--- src/rtl/battle_engine_param.sv ---
// Turn-based battle resolver: turn FSM, valid/ready attack handshakes, LFSR rolls, saturating HP/ammo.
// Latency: handshake edge -> RESOLVE; HP/ammo/result_* update on the following edge (result_valid 1-cycle pulse).
// Backpressure: player_ready only in P_TURN, enemy_ready only in E_TURN; requests are held off otherwise.
// Ports: clk/rst; collision_detected level enables the battle; player_*/enemy_* attack handshakes;
//        force_* deterministic roll override; HP/ammo status; result_* pulse; sticky win flags.
module battle_engine_param #(
  parameter int          HP_W           = 8,
  parameter int          AMMO_W         = 5,
  parameter int          PLAYER_HP_INIT = 100,
  parameter int          ENEMY_HP_MIN   = 50,
  parameter int          ENEMY_HP_MAX   = 100,
  parameter int          BAT_AMMO       = 3,
  parameter int          SWORD_AMMO     = 2,
  parameter logic [15:0] LFSR_SEED      = 16'hACE1
) (
  input  logic              clk,
  input  logic              rst,
  input  logic              collision_detected,
  input  logic              player_valid,
  input  logic [1:0]        player_choice,
  output logic              player_ready,
  input  logic              enemy_valid,
  input  logic [1:0]        enemy_choice,
  output logic              enemy_ready,
  input  logic              force_en,
  input  logic [3:0]        force_acc,
  input  logic [4:0]        force_var,
  output logic [HP_W-1:0]   player_HP,
  output logic [HP_W-1:0]   enemy_HP,
  output logic [AMMO_W-1:0] player_remained_bat,
  output logic [AMMO_W-1:0] player_remained_sword,
  output logic [AMMO_W-1:0] enemy_remained_bat,
  output logic [AMMO_W-1:0] enemy_remained_sword,
  output logic              result_valid,
  output logic              result_hit,
  output logic [HP_W-1:0]   result_damage,
  output logic              player_win,
  output logic              enemy_win
);

  localparam int EN_RANGE = ENEMY_HP_MAX - ENEMY_HP_MIN + 1;

  typedef enum logic [2:0] {IDLE, INIT, P_TURN, E_TURN, RESOLVE, DONE} state_t;

  state_t      state, state_n;
  logic        coll_q;
  logic [15:0] lfsr, lfsr_n;
  logic        attacker;      // 0 = player attacks enemy, 1 = enemy attacks player
  logic [1:0]  choice_q;

  logic [3:0]      roll, acc;
  logic [4:0]      varf;
  logic [5:0]      base, var_amt, rem, dmg_raw;
  logic [1:0]      thresh;
  logic            is_bat, is_sword, no_ammo, hit;
  logic [HP_W-1:0] dmg, tgt_hp, tgt_hp_new, init_enemy_hp;
  logic            abort;

  // Galois LFSR, right-shifting; free-runs in every state.
  assign lfsr_n = lfsr[0] ? ((lfsr >> 1) ^ 16'hB400) : (lfsr >> 1);

  assign roll = force_en ? force_acc : lfsr[3:0];
  assign varf = force_en ? force_var : lfsr[8:4];
  assign acc  = (roll >= 4'd10) ? roll - 4'd10 : roll;

  assign init_enemy_hp = force_en ? HP_W'(ENEMY_HP_MIN)
                                  : HP_W'(ENEMY_HP_MIN + (int'(lfsr[15:8]) % EN_RANGE));

  always_comb begin
    thresh  = 2'd0;
    base    = 6'd10;
    var_amt = 6'd2;
    case (choice_q)
      2'b00: begin thresh = 2'd0; base = 6'd10; var_amt = 6'd2; end
      2'b01: begin thresh = 2'd1; base = 6'd20; var_amt = 6'd4; end
      2'b10: begin thresh = 2'd2; base = 6'd30; var_amt = 6'd6; end
      default: begin thresh = 2'd3; base = 6'd40; var_amt = 6'd8; end
    endcase
  end

  assign is_bat   = (choice_q == 2'b10);
  assign is_sword = (choice_q == 2'b11);
  // An empty weapon still consumes the turn but can never land.
  assign no_ammo  = attacker ? ((is_bat && enemy_remained_bat == '0) || (is_sword && enemy_remained_sword == '0))
                             : ((is_bat && player_remained_bat == '0) || (is_sword && player_remained_sword == '0));
  assign hit      = !no_ammo && (acc > {2'b00, thresh});
  assign rem      = {1'b0, varf} % (var_amt + var_amt + 6'd1);
  assign dmg_raw  = base - var_amt + rem;
  assign dmg      = hit ? HP_W'(dmg_raw) : '0;

  assign tgt_hp     = attacker ? player_HP : enemy_HP;
  assign tgt_hp_new = (tgt_hp < dmg) ? '0 : tgt_hp - dmg;

  // Losing the collision aborts any battle in progress.
  assign abort = (state != IDLE) && !collision_detected;

  assign player_ready = (state == P_TURN);
  assign enemy_ready  = (state == E_TURN);

  always_ff @(posedge clk or posedge rst) begin
    if (rst) state <= IDLE;
    else     state <= state_n;
  end

  always_comb begin
    state_n = state;
    case (state)
      IDLE:    if (collision_detected && !coll_q) state_n = INIT;
      INIT:    state_n = P_TURN;
      P_TURN:  if (player_valid) state_n = RESOLVE;
      E_TURN:  if (enemy_valid) state_n = RESOLVE;
      RESOLVE: begin
        if (tgt_hp_new == '0) state_n = DONE;
        else                  state_n = attacker ? P_TURN : E_TURN;
      end
      DONE:    state_n = DONE;
      default: state_n = IDLE;
    endcase
    if (abort) state_n = IDLE;
  end

  always_ff @(posedge clk or posedge rst) begin
    if (rst) begin
      coll_q                <= 1'b0;
      lfsr                  <= LFSR_SEED;
      attacker              <= 1'b0;
      choice_q              <= 2'b00;
      player_HP             <= HP_W'(PLAYER_HP_INIT);
      enemy_HP              <= HP_W'(ENEMY_HP_MAX);
      player_remained_bat   <= AMMO_W'(BAT_AMMO);
      player_remained_sword <= AMMO_W'(SWORD_AMMO);
      enemy_remained_bat    <= AMMO_W'(BAT_AMMO);
      enemy_remained_sword  <= AMMO_W'(SWORD_AMMO);
      result_valid          <= 1'b0;
      result_hit            <= 1'b0;
      result_damage         <= '0;
      player_win            <= 1'b0;
      enemy_win             <= 1'b0;
    end else begin
      coll_q       <= collision_detected;
      lfsr         <= lfsr_n;
      result_valid <= 1'b0;
      if (abort) begin
        player_win <= 1'b0;
        enemy_win  <= 1'b0;
      end else begin
        case (state)
          INIT: begin
            player_HP             <= HP_W'(PLAYER_HP_INIT);
            enemy_HP              <= init_enemy_hp;
            player_remained_bat   <= AMMO_W'(BAT_AMMO);
            player_remained_sword <= AMMO_W'(SWORD_AMMO);
            enemy_remained_bat    <= AMMO_W'(BAT_AMMO);
            enemy_remained_sword  <= AMMO_W'(SWORD_AMMO);
          end
          P_TURN: if (player_valid) begin
            attacker <= 1'b0;
            choice_q <= player_choice;
          end
          E_TURN: if (enemy_valid) begin
            attacker <= 1'b1;
            choice_q <= enemy_choice;
          end
          RESOLVE: begin
            result_valid  <= 1'b1;
            result_hit    <= hit;
            result_damage <= dmg;
            if (attacker) begin
              player_HP <= tgt_hp_new;
              if (is_bat && enemy_remained_bat != '0)     enemy_remained_bat   <= enemy_remained_bat - 1'b1;
              if (is_sword && enemy_remained_sword != '0) enemy_remained_sword <= enemy_remained_sword - 1'b1;
              if (tgt_hp_new == '0) enemy_win <= 1'b1;
            end else begin
              enemy_HP <= tgt_hp_new;
              if (is_bat && player_remained_bat != '0)     player_remained_bat   <= player_remained_bat - 1'b1;
              if (is_sword && player_remained_sword != '0) player_remained_sword <= player_remained_sword - 1'b1;
              if (tgt_hp_new == '0) player_win <= 1'b1;
            end
          end
          default: ;
        endcase
      end
    end
  end

endmodule

--- config.mk ---
export PLATFORM = sky130hd
export DESIGN_NAME = battle_engine_param
export DESIGN_NICKNAME = d
export VERILOG_FILES = /design/src/rtl/battle_engine_param.sv
export SDC_FILE = /design/constraint.sdc
export NUM_CORES = 1
export LEC_CHECK = 0
export ABC_AREA = 1
export CAP_MARGIN = 0
export CORE_MARGIN = 3
export CORE_UTILIZATION = 40
export CTS_BUF_LIST = sky130_fd_sc_hd__clkbuf_16
export CTS_CLUSTER_SIZE = 28
export DETAILED_ROUTE_END_ITERATION = 8
export GPL_ROUTABILITY_DRIVEN = 1
export SYNTH_ARGS = -nofsm -noshare
export SYNTH_HDL_FRONTEND = slang
export SYNTH_SLANG_ARGS = --single-unit
--- constraint.sdc ---
create_clock -name clk -period 23.2 [get_ports clk]
set_input_delay 4.64 -clock clk [delete_from_list [all_inputs] [get_ports clk]]
set_output_delay 4.64 -clock clk [all_outputs]
set_load 0.05 [all_outputs]
# After elaboration in Yosys (flattened, before gate mapping)
# Cells that the tools add are included.
dict set report totals {
  ff_bits 71
  latchBits 0
  ram_bits 0
  rom_bits 0
  inputBits 19
  output_inout_bits 50
  word_cells 148
  mem_count 0
}
dict set report op_classes {
  addsub 11
  n_mul 0
  div 2
  n_lt_le_gt_ge 3
  eq_ne 20
  n_shift 0
  mux 50
  n_bitwise 2
  n_reduce_logical 44
}
# operator n
set op_table {}
lappend op_table {{$mux 5} 9}
lappend op_table {{$mux 8} 5}
lappend op_table {{$pmux 5 s2} 4}
lappend op_table {{$mod 9x7->32 const B} 1}
lappend op_table {{$pmux 8 s2} 2}
lappend op_table {{$logic_not 5->1} 4}
lappend op_table {{$reduce_and 4->1} 5}
lappend op_table {{$reduce_bool 5->1} 4}
lappend op_table {{$sub 5x1->5 const B} 4}
lappend op_table {{$pmux 3 s6} 1}
lappend op_table {{$pmux 6 s3} 1}
lappend op_table {{$mux 16} 1}
lappend op_table {{$ne 2x2->1 const B} 8}
lappend op_table {{$mux 3} 5}
lappend op_table {{$reduce_and 3->1} 5}
lappend op_table {{$mux 1} 13}
lappend op_table {{$add 6x6->6} 2}
lappend op_table {{$pmux 4 s3} 1}
lappend op_table {{$logic_and 1x1->1} 11}
lappend op_table {{$reduce_bool 2->1} 5}
lappend op_table {{$add 7x8->8 const A} 1}
lappend op_table {{$logic_not 8->1} 1}
lappend op_table {{$lt 8x6->1} 1}
lappend op_table {{$mux 4} 2}
lappend op_table {{other kinds (28)} 36}

# Longest topological paths before layout
dict set report logic_depth {
  word_depth 14
  mapped_depth 65
  depth_no_buf 65
}

# Least setup slack after synthesis
# OpenSTA, ideal clock, no wires.
dict set report synth_path {
  path_type {in2reg}
  from {input force_en}
  to {register state[0]}
  setup_ns 0.083
  arrival_time_ns 11.990
  required_time_ns 23.117
  path_slack_ns 11.127
  cell_stages 61
  path_buffers 1
  path_cell_list {buf_4 nand2_1 nand2_1 inv_1 ha_1 inv_1 nand3_1 nand2_1 nand2_1 nand2_1 nand2_1 nand2_1 o21ai_0 ha_1 inv_1 nor2_1 nand2_1 nand2_1 (+25 left out) nand2_1 nand2_1 nand3_1 ha_1 inv_1 o21ai_0 nor2_1 inv_1 nor2_1 inv_1 nand3b_1 inv_1 nor4_1 and2_1 nand2_1 nand3_1 inv_1 o21ai_0}
}
dict set report synth_between {
  elab_chain_cells 12
  word_cells_on_any_way 17
  classes_between {add/sub: 3; div: 1; order compare: 3; mux: 8; reduce/logical: 2}
}
# item line
set synth_rtl {}
lappend synth_rtl {{from (decl)} 25} ;# input logic force_en,
lappend synth_rtl {{branches (longest 5 deep; another with $mod 5x6->6)} -}
lappend synth_rtl {{$mux 6 (*)} 89} ;# assign dmg = hit ? HP_W'(dmg_raw) : '0;
lappend synth_rtl {{$sub 8x6->8 / $lt 8x6->1 (equally long branches)} 92} ;# assign tgt_hp_new = (tgt_hp < dmg) ? '0 : tgt_hp - dmg;
lappend synth_rtl {{$mux 8 (*)} 92}
lappend synth_rtl {{$logic_not 8->1 (*)} 113} ;# if (tgt_hp_new == '0) state_n = DONE;
lappend synth_rtl {{$mux 3 (*)} 113}
lappend synth_rtl {{$pmux 3 s6 (*)} 107} ;# case (state)
lappend synth_rtl {{$mux 3 (*)} 119} ;# if (abort) state_n = IDLE;
lappend synth_rtl {{to (signal assigned)} 102} ;# else state <= state_n;
lappend synth_rtl {{to (decl)} 45} ;# state_t state, state_n;
# Mark *: on every way between the ends.
# A chain may end at the register's enable or synchronous reset.

# Worst setup path after layout
# Same ends and word-level chain as after synthesis.

==> tab_implementation.tex <==
\begin{tabular}{lr}
\hline
Metric & Value \\
\hline
\multicolumn{2}{l}{\textbf{Drt}} \\
Number of nets still failing antenna checks after routing & 0 \\
Count of unresolved DRC violations after routing & 0 \\
Post-DR vias/cell & 5.036 \\
Drt initial violations & 452 \\
First-pass DRT Iterations & 5 \\
Final WL & 13,560 µm \\
Drt wl/cell & 13.37 µm \\
Vias & 5,106 \\
\multicolumn{2}{l}{\textbf{Worst setup path}} \\
Crit path largest cell delay & 760 ps \\
Element type at the critical path end & flop \\
Number of buffers and inverters on the critical path & 12 \\
Type of element launching the critical path & primary input \\
Worst-path maximum fanout & 12 \\
Critical-path top delay cell & clkdlybuf4s50\_1 \\
Required time of the critical path & 23,450 ps \\
Data arrival, critical path & 14,070 ps \\
Top cell by count, worst path & nand2\_1 \\
Family with the most delay on the worst path & simple AND/OR/NAND/NOR gates \\
Type of the setup path with the least slack & primary input to flop \\
\multicolumn{2}{l}{\textbf{Run}} \\
Max-cap viol count & 0 \\
\multicolumn{2}{l}{\textbf{Final layout}} \\
Layout net count & 898 \\
Antenna diode count & 0 \\
Fraction of layout cells with a size suffix above 1 & 9.264\% \\
Fill cell count & 1,290 \\
Area overhead of the layout relative to synthesis & 20.92\% \\
\multicolumn{2}{l}{\textbf{Floorplan}} \\
Die Height & 122.2 µm \\
I/O Pins & 69 \\
Core ar. & 12,930 µm² \\
Floorplan die area & 14,930 µm² \\
Die extent in x & 122.2 µm \\
Core Rows & 41 \\
Effective utilization at floorplan & 41.77\% \\
\multicolumn{2}{l}{\textbf{STA}} \\
Worst setup skew after layout & 8.131 ps \\
Setup Total Neg Slack & 0 ps \\
Unrepaired setup endpoints after global routing & no \\
Shortest period the worst path allows & 13,820 ps \\
Final setup violating endpoints & 0 \\
Fmax & 0.07236 GHz \\
Hold Fails Final Rpt & 0 \\
Worst rel slew slack & 41.89\% \\
Slew Viols, Final & 0 \\
Transition at the pin with the smallest max-transition slack & 871.6 ps \\
Final period utilization & 59.56\% \\
\multicolumn{2}{l}{\textbf{Clocking}} \\
Cell at the root of the clock tree & clkbuf\_16 \\
Number of resized instances in the post-cts repair step & 0 \\
Total setup buffers inserted after CTS & 0 \\
CTS tree & done \\
Total number of clock tree sinks & 69 \\
Worst-skew pair later-pin latency & 330 ps \\
Clock transition at the registers of the reported paths & 60 ps \\
Number of buffers on the longest clock path & 2 \\
Number of CTS-inserted buffers & 9 \\
\# H-tree levels & 3 \\
Post-cts hold buffer count & 0 \\
\multicolumn{2}{l}{\textbf{Global routing}} \\
Overall global routing resource usage & 19.21\% \\
Sum of overflow across all layers after global routing & 0 \\
Vias in the first global route & 4,925 \\
Global-route wire length before repair & 23,100 µm \\
Pin count of the biggest net entering global routing & 70 \\
Number of antenna violations at the first check in global routing & 0 \\
\multicolumn{2}{l}{\textbf{Placed design}} \\
Count of buffers from port buffering & 66 \\
HPWL reported at the end of detailed placement & 10,620 µm \\
Global placement routability congestion & 0.8915 \\
\multicolumn{2}{l}{\textbf{Synthesis}} \\
Predominant post-synthesis flop cell & dfrtp\_1 \\
Sequential fraction of the synthesis area & 32.44\% \\
Number of warning messages in the yosys log & 0 \\
Number of distinct library cells after synthesis & 47 \\
Number of synthesized flops with an enable pin & 0 \\
Fraction of registers with async set or reset after synthesis & 100.0\% \\
Synthesis-stage register bit count & 69 \\
Netlist area before placement & 5400 µm² \\
Synthesized area per cell & 7.041 µm² \\
Cell count after synthesis & 767 \\
\multicolumn{2}{l}{\textbf{Status}} \\
Outcome & finished, final reports clean \\
\multicolumn{2}{l}{\textbf{Min path}} \\
Path class of the lowest-slack min-delay path & flop to flop \\
\hline
\end{tabular}
[worst reg2reg max path, delay by kind of cell (launching register included)]
| family | cells | cell delay (ps) |
|---|---|---|
| AOI/OAI and AO/OA | 13 | 2660 |
| DFF | 1 | 470 |
| and+or+nand+nor | 27 | 3120 |
| buffers and inverters | 9 | 760 |
| adders and majority gates | 8 | 2410 |
[layer usage]
| layer | wire length, µm | global-route usage [%] | part of all wire, % | up-vias |
|---|---|---|---|---|
| li1 | - | - | - | 2612 |
| met1 | 6403 | 26.36 | 47 | 2354 |
| met2 | 6220 | 30.90 | 46 | 128 |
| met3 | 746 | 3.853 | 5.5 | 12 |
| met4 | 189 | 5.248 | 1.4 | 0 |
| met5 | 0 | 0 | 0 | - |
[final timing paths]
check                            start               endpoint  slack, ps  depth (start not counted)
hold / removal                 lfsr[7]                lfsr[6]        360                          0
max in group asynchronous          rst               lfsr[14]      17740                          3
setup reg to reg           choice_q[0]               state[0]      13730                         57
setup / recovery              force_en               state[0]       9380                         61
hold reg to reg                lfsr[7]                lfsr[6]        360                          0
min in group asynchronous          rst  enemy_remained_bat[3]       4880                          3
[registers in the layout, summed over array words and instances, names as in the netlist]
register / cells
state: 3
attacker: 1
enemy_HP: 8
enemy_remained_bat: 5
player_HP: 8
player_remained_sword: 5
result_hit: 1
enemy_win: 1
result_damage: 6
enemy_remained_sword: 5
coll_q: 1
result_valid: 1
player_win: 1
player_remained_bat: 5
lfsr: 16
choice_q: 2
[final cells by class]
type	count	area, µm²	area share, %
Clock buffer	9	225.2	3.449
Clock inverter	7	73.82	1.130
Inverter	132	495.5	7.588
Multi-Input combinational cell	557	3093	47.37
Sequential cell	69	1752	26.83
Tap cell	172	215.2	3.296
Timing Repair Buffer	68	675.6	10.35
[synth_stat cells, drive strengths merged (4+ instances only)]
cell type / instances / area, µm²
nand2: 201 / 784.5
o21ai: 68 / 362.9
dfstp: 20 / 525.5
nor2: 67 / 274.0
ha: 41 / 513.0
nor3: 12 / 60.06
a31oi: 5 / 31.28
xnor2: 9 / 78.83
a21oi: 22 / 110.1
clkbuf: 5 / 18.77
dfrtp: 49 / 1226
nand3: 60 / 337.8
nor4: 4 / 25.02
buf: 6 / 48.79
or2: 8 / 50.05
inv: 131 / 491.7
nand3b: 5 / 37.54
nand4: 11 / 68.82
xor2: 14 / 122.6
[stage by stage]
step           area (µm²)  instances  worst slack, ps  hold slack (ps)  util, %
2_1_floorplan        5408        769            11130            348.8        -
3_3_place_gp         6231        998             9684            356.1    48.20
3_5_place_dp         6231        998             9188            358.2    48.20
4_1_cts              6530       1014             9504            366.5    50.51
5_1_grt              6530       1014             8310            374.2    50.51
6_report             6530       1014             9381            364.7    50.51
[cell families after synthesis]
| kind of cell | count (synthesis) | share of synthesized area, % |
|---|---|---|
| buf+inv | 143 | 10.43 |
| compound gates | 115 | 12.21 |
| fa+ha+maj | 42 | 9.870 |
| other cells | 1 | 0.06944 |
| xor+xnor | 23 | 3.730 |
| mux | 3 | 0.5561 |
| flops | 69 | 32.44 |
| simple gates | 371 | 30.70 |
[cells in the final DEF, fill, tap and decap left out, drive strengths merged, types with 3 or more instances in the layout]
cell type      synthesis  layout
nand2                201     201
nand4                 11      11
nor4                   4       4
ha                    41      41
o211ai                 3       3
clkbuf                 5       9
a31oi                  5       5
dfstp                 20      20
or2                    8       8
clkdlybuf4s50          0      66
inv                  131     132
nand3                 60      60
xor2                  14      14
mux2i                  3       3
o21ai                 68      68
o21a                   3       3
nor2                  67      67
conb                   1       3
o22ai                  3       3
a21oi                 22      22
a211oi                 3       3
clkinv                 1       6
xnor2                  9       9
dfrtp                 49      49
nand3b                 5       5
nor3                  12      12
Power is left out: the tool's default activity adds up to more than one toggle a clock period on the data nets, which glitch-free logic cannot reach.
